[src/rtl/exec_unit_pkg.sv]
// Shared types for the multi-cycle execution unit: opcode and FSM state
// encodings plus the shift-amount width helper.
package exec_unit_pkg;

    typedef enum logic [3:0] {
        OP_BYPASS = 4'd0,
        OP_ADD    = 4'd1,
        OP_SUB    = 4'd2,
        OP_LOADI  = 4'd3,
        OP_LOADM  = 4'd4,
        OP_AND    = 4'd5,
        OP_OR     = 4'd6,
        OP_XOR    = 4'd7,
        OP_SHL    = 4'd8,
        OP_SHR    = 4'd9,
        OP_MUL    = 4'd10
    } op_e;

    typedef enum logic [1:0] {
        ST_IDLE = 2'd0,
        ST_EXEC = 2'd1,
        ST_MUL  = 2'd2,
        ST_WB   = 2'd3
    } state_e;

    function automatic int shamt_bits(input int width);
        return $clog2(width);
    endfunction

endpackage

[src/rtl/exec_unit_seq_mul.sv]
// Iterative shift-add multiplier: consumes one bit of b per cycle for WIDTH
// cycles and returns the low WIDTH bits of a*b alongside a one-cycle done.
module seq_multiplier
    import exec_unit_pkg::*;
#(
    parameter int WIDTH = 16
) (
    input  logic             clk,
    input  logic             rst_n,
    input  logic             start_i,
    input  logic [WIDTH-1:0] a_i,
    input  logic [WIDTH-1:0] b_i,
    output logic             busy_o,
    output logic             done_o,
    output logic [WIDTH-1:0] product_o
);

    localparam int CW = shamt_bits(WIDTH) + 1;

    logic [WIDTH-1:0] a_q;
    logic [WIDTH-1:0] b_q;
    logic [WIDTH-1:0] acc_q;
    logic [WIDTH-1:0] acc_d;
    logic [CW-1:0]    cnt_q;
    logic             busy_q;

    assign acc_d = acc_q + (b_q[0] ? a_q : '0);

    always_ff @(posedge clk or negedge rst_n) begin
        if (!rst_n) begin
            a_q    <= '0;
            b_q    <= '0;
            acc_q  <= '0;
            cnt_q  <= '0;
            busy_q <= 1'b0;
        end else if (start_i) begin
            a_q    <= a_i;
            b_q    <= b_i;
            acc_q  <= '0;
            cnt_q  <= CW'(WIDTH);
            busy_q <= 1'b1;
        end else if (busy_q) begin
            acc_q <= acc_d;
            a_q   <= a_q << 1;
            b_q   <= b_q >> 1;
            cnt_q <= cnt_q - CW'(1);
            if (cnt_q == CW'(1)) begin
                busy_q <= 1'b0;
            end
        end
    end

    // The final partial product is forwarded combinationally so the caller
    // can latch it on the same edge that ends the last iteration.
    assign busy_o    = busy_q;
    assign done_o    = busy_q && (cnt_q == CW'(1));
    assign product_o = acc_d;

endmodule

[src/rtl/exec_unit_seq.sv]
// Multi-cycle execution unit: register file, ALU and FSM behind a valid/ready
// op port. Optional iterative MUL is enabled by defining EXEC_UNIT_MUL_EN.
module exec_unit_seq
    import exec_unit_pkg::*;
#(
    parameter int WIDTH   = 16,
    parameter int REGBITS = 4,
    parameter int IMMW    = 8
) (
    input  logic               clk,
    input  logic               rst_n,
    input  logic               req_valid,
    output logic               req_ready,
    input  logic [3:0]         req_op,
    input  logic [REGBITS-1:0] req_dst,
    input  logic [REGBITS-1:0] req_p,
    input  logic [REGBITS-1:0] req_q,
    input  logic [IMMW-1:0]    req_imm,
    input  logic [WIDTH-1:0]   mem_rdata,
    output logic               rsp_valid,
    output logic [WIDTH-1:0]   rsp_result,
    output logic [WIDTH-1:0]   w_data,
    output logic               rp_zero,
    output logic               flag_z,
    output logic               flag_n,
    output logic               flag_c,
    output logic               err
);

    localparam int NREG = 2 ** REGBITS;
    localparam int SHW  = shamt_bits(WIDTH);

    state_e             state_q;
    logic [3:0]         op_q;
    logic [REGBITS-1:0] dst_q;
    logic [IMMW-1:0]    imm_q;
    logic [WIDTH-1:0]   p_q;
    logic [WIDTH-1:0]   q_q;
    logic [WIDTH-1:0]   result_q;
    logic [WIDTH-1:0]   w_data_q;
    logic               rp_zero_q;
    logic               rsp_valid_q;
    logic               legal_q;
    logic               c_upd_q;
    logic               c_val_q;
    logic               flag_z_q;
    logic               flag_n_q;
    logic               flag_c_q;
    logic               err_q;
    logic [WIDTH-1:0]   rf_q [NREG];

    logic [WIDTH-1:0]   rd_p;
    logic [WIDTH-1:0]   rd_q;
    logic               accept;
    logic               is_mul;
    logic               rf_we;

    assign req_ready = rst_n && (state_q == ST_IDLE);
    assign accept    = req_valid && req_ready;
    assign rd_p      = rf_q[req_p];
    assign rd_q      = rf_q[req_q];
    assign rf_we     = (state_q == ST_WB) && legal_q;

`ifdef EXEC_UNIT_MUL_EN
    logic             mul_busy;
    logic             mul_done;
    logic [WIDTH-1:0] mul_product;

    assign is_mul = (req_op == OP_MUL);

    seq_multiplier #(
        .WIDTH(WIDTH)
    ) u_mul (
        .clk      (clk),
        .rst_n    (rst_n),
        .start_i  (accept && is_mul),
        .a_i      (rd_p),
        .b_i      (rd_q),
        .busy_o   (mul_busy),
        .done_o   (mul_done),
        .product_o(mul_product)
    );
`else
    assign is_mul = 1'b0;
`endif

    logic [SHW-1:0]   shamt;
    logic [WIDTH:0]   wide;
    logic [WIDTH-1:0] alu_res;
    logic             alu_legal;
    logic             alu_cupd;
    logic             alu_c;

    assign shamt = q_q[SHW-1:0];

    always_comb begin
        wide      = '0;
        alu_res   = '0;
        alu_legal = 1'b1;
        alu_cupd  = 1'b0;
        alu_c     = 1'b0;
        case (op_q)
            OP_BYPASS: alu_res = p_q;
            OP_ADD: begin
                wide     = {1'b0, p_q} + {1'b0, q_q};
                alu_res  = wide[WIDTH-1:0];
                alu_c    = wide[WIDTH];
                alu_cupd = 1'b1;
            end
            OP_SUB: begin
                wide     = {1'b0, p_q} + {1'b0, ~q_q} + (WIDTH+1)'(1);
                alu_res  = wide[WIDTH-1:0];
                alu_c    = wide[WIDTH];
                alu_cupd = 1'b1;
            end
            OP_LOADI:  alu_res = WIDTH'($signed(imm_q));
            OP_LOADM:  alu_res = mem_rdata;
            OP_AND:    alu_res = p_q & q_q;
            OP_OR:     alu_res = p_q | q_q;
            OP_XOR:    alu_res = p_q ^ q_q;
            OP_SHL: begin
                // The extra top bit catches the last bit shifted out; zero for shamt 0.
                wide     = {1'b0, p_q} << shamt;
                alu_res  = wide[WIDTH-1:0];
                alu_c    = wide[WIDTH];
                alu_cupd = 1'b1;
            end
            OP_SHR:    alu_res = p_q >> shamt;
            default:   alu_legal = 1'b0;
        endcase
    end

    always_ff @(posedge clk or negedge rst_n) begin
        if (!rst_n) begin
            for (int i = 0; i < NREG; i++) begin
                rf_q[i] <= '0;
            end
        end else if (rf_we) begin
            rf_q[dst_q] <= result_q;
        end
    end

    always_ff @(posedge clk or negedge rst_n) begin
        if (!rst_n) begin
            state_q     <= ST_IDLE;
            op_q        <= '0;
            dst_q       <= '0;
            imm_q       <= '0;
            p_q         <= '0;
            q_q         <= '0;
            result_q    <= '0;
            w_data_q    <= '0;
            rp_zero_q   <= 1'b1;
            rsp_valid_q <= 1'b0;
            legal_q     <= 1'b0;
            c_upd_q     <= 1'b0;
            c_val_q     <= 1'b0;
            flag_z_q    <= 1'b0;
            flag_n_q    <= 1'b0;
            flag_c_q    <= 1'b0;
            err_q       <= 1'b0;
        end else begin
            rsp_valid_q <= 1'b0;
            case (state_q)
                ST_IDLE: begin
                    if (accept) begin
                        op_q      <= req_op;
                        dst_q     <= req_dst;
                        imm_q     <= req_imm;
                        p_q       <= rd_p;
                        q_q       <= rd_q;
                        w_data_q  <= rd_p;
                        rp_zero_q <= (rd_p == '0);
                        state_q   <= is_mul ? ST_MUL : ST_EXEC;
                    end
                end
                ST_EXEC: begin
                    result_q    <= alu_res;
                    legal_q     <= alu_legal;
                    c_upd_q     <= alu_cupd;
                    c_val_q     <= alu_c;
                    rsp_valid_q <= 1'b1;
                    state_q     <= ST_WB;
                end
`ifdef EXEC_UNIT_MUL_EN
                ST_MUL: begin
                    if (mul_done) begin
                        result_q    <= mul_product;
                        legal_q     <= 1'b1;
                        c_upd_q     <= 1'b0;
                        rsp_valid_q <= 1'b1;
                        state_q     <= ST_WB;
                    end else if (!mul_busy) begin
                        state_q <= ST_IDLE;
                    end
                end
`endif
                ST_WB: begin
                    if (legal_q) begin
                        flag_z_q <= (result_q == '0);
                        flag_n_q <= result_q[WIDTH-1];
                        if (c_upd_q) begin
                            flag_c_q <= c_val_q;
                        end
                    end else begin
                        err_q <= 1'b1;
                    end
                    state_q <= ST_IDLE;
                end
                default: state_q <= ST_IDLE;
            endcase
        end
    end

    assign rsp_valid  = rsp_valid_q;
    assign rsp_result = result_q;
    assign w_data     = w_data_q;
    assign rp_zero    = rp_zero_q;
    assign flag_z     = flag_z_q;
    assign flag_n     = flag_n_q;
    assign flag_c     = flag_c_q;
    assign err        = err_q;

endmodule

[config.mk]
export PLATFORM = sky130hd
export DESIGN_NAME = exec_unit_seq
export DESIGN_NICKNAME = d
export VERILOG_FILES = /design/src/rtl/exec_unit_pkg.sv /design/src/rtl/exec_unit_seq_mul.sv /design/src/rtl/exec_unit_seq.sv
export SDC_FILE = /design/constraint.sdc
export NUM_CORES = 1
export LEC_CHECK = 0
export BUFFER_PORTS_ARGS = -buffer_cell sky130_fd_sc_hd__buf_2
export CAP_MARGIN = 15
export CORE_ASPECT_RATIO = 1.1
export CORE_MARGIN = 4
export CORE_UTILIZATION = 41
export DETAILED_ROUTE_END_ITERATION = 10
export PLACE_DENSITY_LB_ADDON = 0.12
export SLEW_MARGIN = 20
export SYNTH_ARGS = -nofsm -noshare
export SYNTH_HDL_FRONTEND = slang
export SYNTH_SLANG_ARGS = --single-unit
export TNS_END_PERCENT = 50
[constraint.sdc]
create_clock -name clk -period 3.1 [get_ports clk]
set_input_delay 0.155 -clock clk [delete_from_list [all_inputs] [get_ports clk]]
set_output_delay 0.155 -clock clk [all_outputs]
set_load 0.005 [all_outputs]
==> run metrics, run 1 <==
status finished, final reports clean; Clock Skew 0.0128 ns; GRT Overall Usage between 20 and 30%; worst slack at placement roughly 0.061 ns; # DRC 0; total grt overflow 0; clock-pin slew on the worst setup and hold paths roughly 0.07 ns; FFs w/ async S/R, synth 100%; syn_area_per_cell between 10 and 15 um^2; starting density of the core approximately two fifths; Setup Total Neg Slack 0 ns; Cell Rows 84; Non-Filler Instances roughly 2400; wire per inst between 20 and 30 um; diode count 0; critical hold path startpoint mem_rdata[8]; Setup crit start kind flop; Tcrit/Tclk final about 96%; DR iter-0 viols roughly 1400; Max Cap Violations 0; Final Hold Fails 0; FF-to-FF setup slack about 0.11 ns; Post-Syn Nets between 1500 and 2000; length in cells of the worst reg-to-reg path 9; Nets roughly 1900; worst min path class in2reg; actual slew at the worst max-slew pin around 0.9 ns; Hold Crit Endpoint rsp_result[8]$_DFFE_PN0P_; Post-Route WL 67.2 mm; Die Y-Extent ~240 um; post-synthesis cell count ~1600; TritonCTS buffer count 38; register area share after synthesis 41.3%; # IOs just over 80; Clock Sinks 331; Critical R2R Launch w_data[1]$_DFFE_PN0P_; placer congestion estimate ~1; Req. time, crit path around 3.6 ns; Max clock buf depth 3; initial antenna violation count 0; final setup violation count 0; largest vdd supply drop between 0.3 and 0.4 mV; Final Worst Setup Slack ~0.11 ns; design area 0.0233 mm^2; WS Path Type reg2reg; post-DP HPWL roughly 45 mm; placed cell areas about 0.022 mm^2; peak fanout along the critical path 10; Main synth FF type dfrtp_1; Hold Path Depth 5; Synth Cell Area ~0.02 mm^2; Critical Path AT around 3.4 ns; Port Buf Inserts 81; vias in the first global route approximately 15000; Pwr Density between 700 and 800 mW/mm^2; 1st-pass router iterations 5; clk root buf clkbuf_16; first-pass GRT wire length just over 100 mm; proportion of layout cells with a drive suffix above 1 39.4%; Area Overhead vs Synth 16.0%; CP startpoint w_data[1]$_DFFE_PN0P_; synth warn 0; R2R Path End rsp_result[15]$_DFFE_PN0P_; #FFs+latches synth around 330; Final ANT Viol Nets 0; die width roughly 220 um; Max Slew Vio Count 0; vias per inst 6.09; relative max-transition margin a little over 40%; core area around 0.048 mm^2; Yosys cell types between 70 and 80; clk_lat worst skew ~0.55 ns; Post-synth EDFFs 0; Fmax achieved around 0.33 GHz; total die area between 0.05 and 0.06 mm^2; vias after detailed routing ~15000; RSZ-0062 raised after global routing no; Lkg Pwr 0.0105 uW; largest net degree at the start of global routing 140; H-tree Lvls 2; Critical Path Sink Type flop; min cycle time layout ~3 ns; Hold WS between 0.1 and 0.15 ns; cell count after placement 2360; CTS tree yes
[critical path: stages (launching register included)]
cell	delay, ns
dfrtp_1	0.37
buf_4	0.17
mux4_2	0.50
o22ai_2	0.19
a311oi_1	0.09
or4_1	0.67
or3_1	0.41
a31oi_2	0.18
a211oi_1	0.09
o2bb2a_4	0.22
[area by class of cell]
| type | count | area, um^2 |
|---|---|---|
| multi-input cells | 1130 | 11100 |
| clock buffers | 58 | 1100 |
| clock inverters | 9 | 131 |
| repair buffers | 221 | 1640 |
| well taps | 645 | 807 |
| inverters | 50 | 188 |
| fillers | 4445 | 24900 |
| flip-flops and latches | 331 | 8290 |
[per-stage QoR]
stage,total power [uW],utilization (%)
finish,16400,48.3
global route,17100,48.3
CTS,16400,48.3
detailed placement,11800,45.4
global placement,11800,45.4
floorplan,9260,-
[synthesized netlist by cell type, types with 4 or more instances]
cell type | count | area share [%]
a2111oi_0 | 4 | 0.17
a211oi_1 | 21 | 0.79
a21o_1 | 9 | 0.34
a21oi_1 | 44 | 1.1
a221o_1 | 5 | 0.25
a221oi_1 | 12 | 0.52
a22oi_1 | 13 | 0.49
a31oi_1 | 8 | 0.25
a32oi_1 | 5 | 0.22
and2_1 | 6 | 0.19
buf_1 | 20 | 0.37
buf_2 | 14 | 0.35
clkbuf_1 | 95 | 1.8
dfrtp_1 | 330 | 41
ha_1 | 52 | 3.2
inv_1 | 49 | 0.92
mux2_2 | 262 | 15
mux2i_1 | 21 | 1.0
mux4_2 | 164 | 18
nand2_1 | 160 | 3.0
nand2b_1 | 15 | 0.47
nand3_1 | 14 | 0.35
nand4_1 | 4 | 0.12
nor2_1 | 82 | 1.5
nor2b_1 | 10 | 0.31
nor3_1 | 17 | 0.42
nor3b_1 | 6 | 0.22
nor4_1 | 18 | 0.56
o2111ai_1 | 5 | 0.22
o211ai_1 | 10 | 0.37
o21ai_0 | 74 | 1.8
o21ai_1 | 4 | 0.10
o21bai_1 | 6 | 0.22
o22ai_1 | 7 | 0.22
o311ai_0 | 4 | 0.17
or3_1 | 4 | 0.12
xnor2_1 | 6 | 0.26
[cells in the final DEF, fill, tap and decap left out, types with 7 or more instances in the layout]
cell type        n
nor4_1          17
nand2b_1        15
buf_12          10
buf_4          115
mux4_2         164
nand2_1        160
a221oi_1        12
mux2i_1         21
a211oi_1        20
o22ai_1          7
o21ai_0         74
clkbuf_16       39
mux2_2         262
a21oi_1         44
nor2_1          76
nor3_1          15
clkbuf_1        14
inv_1           49
dlygate4sd3_1   17
buf_2           78
nor2b_1         10
dfrtp_1        328
o211ai_1        10
a31oi_1          8
a22oi_1         13
a21o_1           9
ha_1            51
nand3_1         14
[registers in the layout (all words and copies together), names as in the netlist]
name and cells:
err 1, flag_c 1, imm_q 8, w_data 16, state_q 2, op_q 4, q_q 16, flag_n 1
c_val_q 1, legal_q 1, c_upd_q 1, rsp_valid 1, rp_zero 1, rsp_result 16, flag_z 1, rf_q 256
dst_q 4
[metal layers]
| metal | up-vias | track usage, % | routed length [um] |
|---|---|---|---|
| met3 | 133 | 3.54 | 3240 |
| met2 | 496 | 43.9 | 33800 |
| met5 | - | 0 | 0 |
| met1 | 7765 | 34.3 | 27800 |
| li1 | 6493 | - | - |
| met4 | 0 | 8.52 | 2410 |
[report_power, final]
| group | total [uW] | internal (uW) | switching (uW) |
|---|---|---|---|
| Sequential | 5990 | 5040 | 952 |
| Combinational | 5860 | 2620 | 3240 |
| Clock | 4500 | 2630 | 1870 |
[worst max path at each step]
stage	slack [ns]	end	depth (start not counted)
after floorplan	0.21	rsp_result[12]$_DFFE_PN0P_	11
after global placement	0.05	rsp_result[15]$_DFFE_PN0P_	10
after detailed placement	0.06	rsp_result[13]$_DFFE_PN0P_	9
after CTS	0.05	rsp_result[15]$_DFFE_PN0P_	10
after global routing	0.002	rsp_result[7]$_DFFE_PN0P_	11
final	0.11	rsp_result[15]$_DFFE_PN0P_	9
[repair_timing]
| item | in CTS | in global routing |
|---|---|---|
| endpoints found under the hold margin | 258 | 0 |
| buffers inserted | 0 | 0 |
| setup endpoints to repair | 0 | 4 |
| hold buffers | 17 | 0 |
| resized for setup | 0 | 4 |
[cell families (layout without fill, tap and decap cells)]
group,count (synthesis),count (layout),synth area share [%]
AOI/OAI and AO/OA,268,268,9.06
xor gates and xnor gates,7,7,0.306
adders and majority gates,54,54,3.44
buffers and inverters,180,338,3.49
DFF,331,331,41.3
muxes,450,450,34.5
and+or+nand+nor,351,351,7.89
No activity file was read; power rests on OpenSTA's default activity.
==> inputs of run 2 (changes only) <==
--- a/config.mk
+++ b/config.mk
@@ -9,7 +9,7 @@
 export CAP_MARGIN = 15
 export CORE_ASPECT_RATIO = 1.1
 export CORE_MARGIN = 4
-export CORE_UTILIZATION = 41
+export CORE_UTILIZATION = 35
 export DETAILED_ROUTE_END_ITERATION = 10
 export PLACE_DENSITY_LB_ADDON = 0.12
 export SLEW_MARGIN = 20
==> run metrics, run 2 (synthesis results as in run 1) <==
critical hold path startpoint mem_rdata[7]; highest metal used met4; DR iter-0 viols 1000; Final Hold Fails 0; total grt overflow 0; initial antenna violation count 0; Critical Path Sink Type flop; Biggest register rf_q; Max Cap Violations 0; Lkg Pwr around 0.011 uW; Clock Skew around 0.018 ns; largest net degree at the start of global routing between 100 and 150; min cycle time layout between 2 and 3 ns; leading cell type in the layout, fill and taps excluded dfrtp_1; starting density of the core a little over a third; TritonCTS buffer count 40; WS Path Type reg2reg; Nets around 1900; Fmax achieved 0.334 GHz; Critical Path AT ~3.4 ns; Pwr Density 709 mW/mm^2; clock-pin slew on the worst setup and hold paths 0.06 ns; Max Slew Vio Count 0; Cell Rows 91; met1 wire length roughly 30 mm; Non-Filler Instances 2596; Hold WS 0.0446 ns; clk_lat worst skew ~0.56 ns; peak fanout along the critical path 6; Hold Crit Endpoint rsp_result[7]$_DFFE_PN0P_; Final ANT Viol Nets 0; Req. time, crit path 3.54 ns; post-DP HPWL between 50 and 60 mm; proportion of layout cells with a drive suffix above 1 a little over 40%; vias in the first global route ~16000; status finished, final reports clean; Net Sw Frac around 37%; worst min path class in2reg; clk root buf clkbuf_16; placer congestion estimate 0.962; die width roughly 240 um; cell count after placement roughly 2500; switching pwr ~6300 uW; H-tree Lvls 2; vias after detailed routing between 15000 and 20000; Tcrit/Tclk final a little over nine tenths; 1st-pass router iterations 5; Setup Total Neg Slack 0 ns; diode count 0; first-pass GRT wire length 109 mm; Max clock buf depth 3; CP startpoint q_q[1]$_DFFE_PN0P_; Seq pwr share 35.1%; total die area 0.0612 mm^2; internal power ~11000 uW; actual slew at the worst max-slew pin 0.924 ns; vias per inst 5.82; Post-Route WL just over 70 mm; Critical R2R Launch q_q[1]$_DFFE_PN0P_; Clock Sinks between 300 and 400; Met2 Wirelength approximately 36 mm; final setup violation count 0; most frequent cells in the layout dfrtp_1 (329), mux2_2 (262), mux4_2 (164); Area Overhead vs Synth 19.8%; Hold Path Depth 5; relative max-transition margin roughly two fifths; WL met3 2.69 mm; Clock power frac approximately 28%; Port Buf Inserts 81; # DRC 0; CTS tree yes; R2R Path End rsp_result[15]$_DFFE_PN0P_; Die Y-Extent approximately 260 um; Largest register FFs about 260; GRT Overall Usage around a quarter; wire per inst ~28 um; core area roughly 0.056 mm^2; Comb power frac a little over a third; length in cells of the worst reg-to-reg path 9; RSZ-0062 raised after global routing no; largest vdd supply drop about 0.34 mV; Setup crit start kind flop; # IOs between 80 and 90; FF-to-FF setup slack roughly 0.11 ns
-- run 2: cell types whose count changed in the layout (fill, tap and decap cells not counted), sizes merged --
cell         before  now
bufinv            2    3
clkinv            6    8
buf             204  252
clkbuf           58   59
dlygate4sd3      17   18
-- run 2: timing repair --
action	4_1_cts	5_1_grt
endpoints found under the setup margin	0	6
setup buffers	0	1
hold buffers	18	0
resized for setup	0	5
hold endpoints to repair	282	0
-- run 2: metal layers --
metal,vias to the layer above,GRT usage [%]
met5,-,0
met4,0,9.44
met3,144,2.77
met2,431,40.9
met1,7928,30.2
li1,6594,-
-- run 2: area by class of cell --
| class | count | area [um^2] |
|---|---|---|
| fillers | 5322 | 32300 |
| multi-input cells | 1130 | 11100 |
| flip-flops and latches | 331 | 8290 |
| repair buffers | 270 | 2160 |
| clock buffers | 59 | 1180 |
| well taps | 744 | 931 |
| inverters | 50 | 188 |
| clock inverters | 12 | 154 |
-- run 2: power by group through the flow --
stage | clock (uW) | sequential (uW) | combinational (uW)
3_5_place_dp | 0 | 6030 | 6150
3_3_place_gp | 0 | 5990 | 6180
4_1_cts | 4990 | 5960 | 6180
5_1_grt | 5170 | 6080 | 6660
2_1_floorplan | 0 | 5580 | 3680
6_report | 4850 | 5970 | 6220
-- run 2: worst max path at each step --
stage	depth (start not counted)	endpoint
after floorplan	11	rsp_result[12]$_DFFE_PN0P_
after global placement	9	rsp_result[8]$_DFFE_PN0P_
after detailed placement	10	rsp_result[15]$_DFFE_PN0P_
after CTS	10	rsp_result[15]$_DFFE_PN0P_
after global routing	9	rsp_result[15]$_DFFE_PN0P_
final	9	rsp_result[15]$_DFFE_PN0P_
-- run 2: stage by stage --
stage | worst slack, ns | total power, uW | utilization [%] | instance area (um^2)
after floorplan | 0.206 | 9260 | - | 20100
after global placement | 0.115 | 12200 | 39.9 | 22500
after detailed placement | 0.104 | 12200 | 39.9 | 22500
after CTS | 0.0926 | 17100 | 42.6 | 24000
after global routing | 0.00253 | 17900 | 42.6 | 24000
final | 0.106 | 17000 | 42.6 | 24000
-- run 2: worst max-delay path, stage by stage (launching register included) --
cell,delay [ns]
dfrtp_2,0.45
mux4_2,0.54
o22ai_2,0.20
a311oi_1,0.08
buf_4,0.16
or4_1,0.59
or3_1,0.40
a31oi_2,0.18
a211oi_1,0.09
o2bb2a_4,0.21
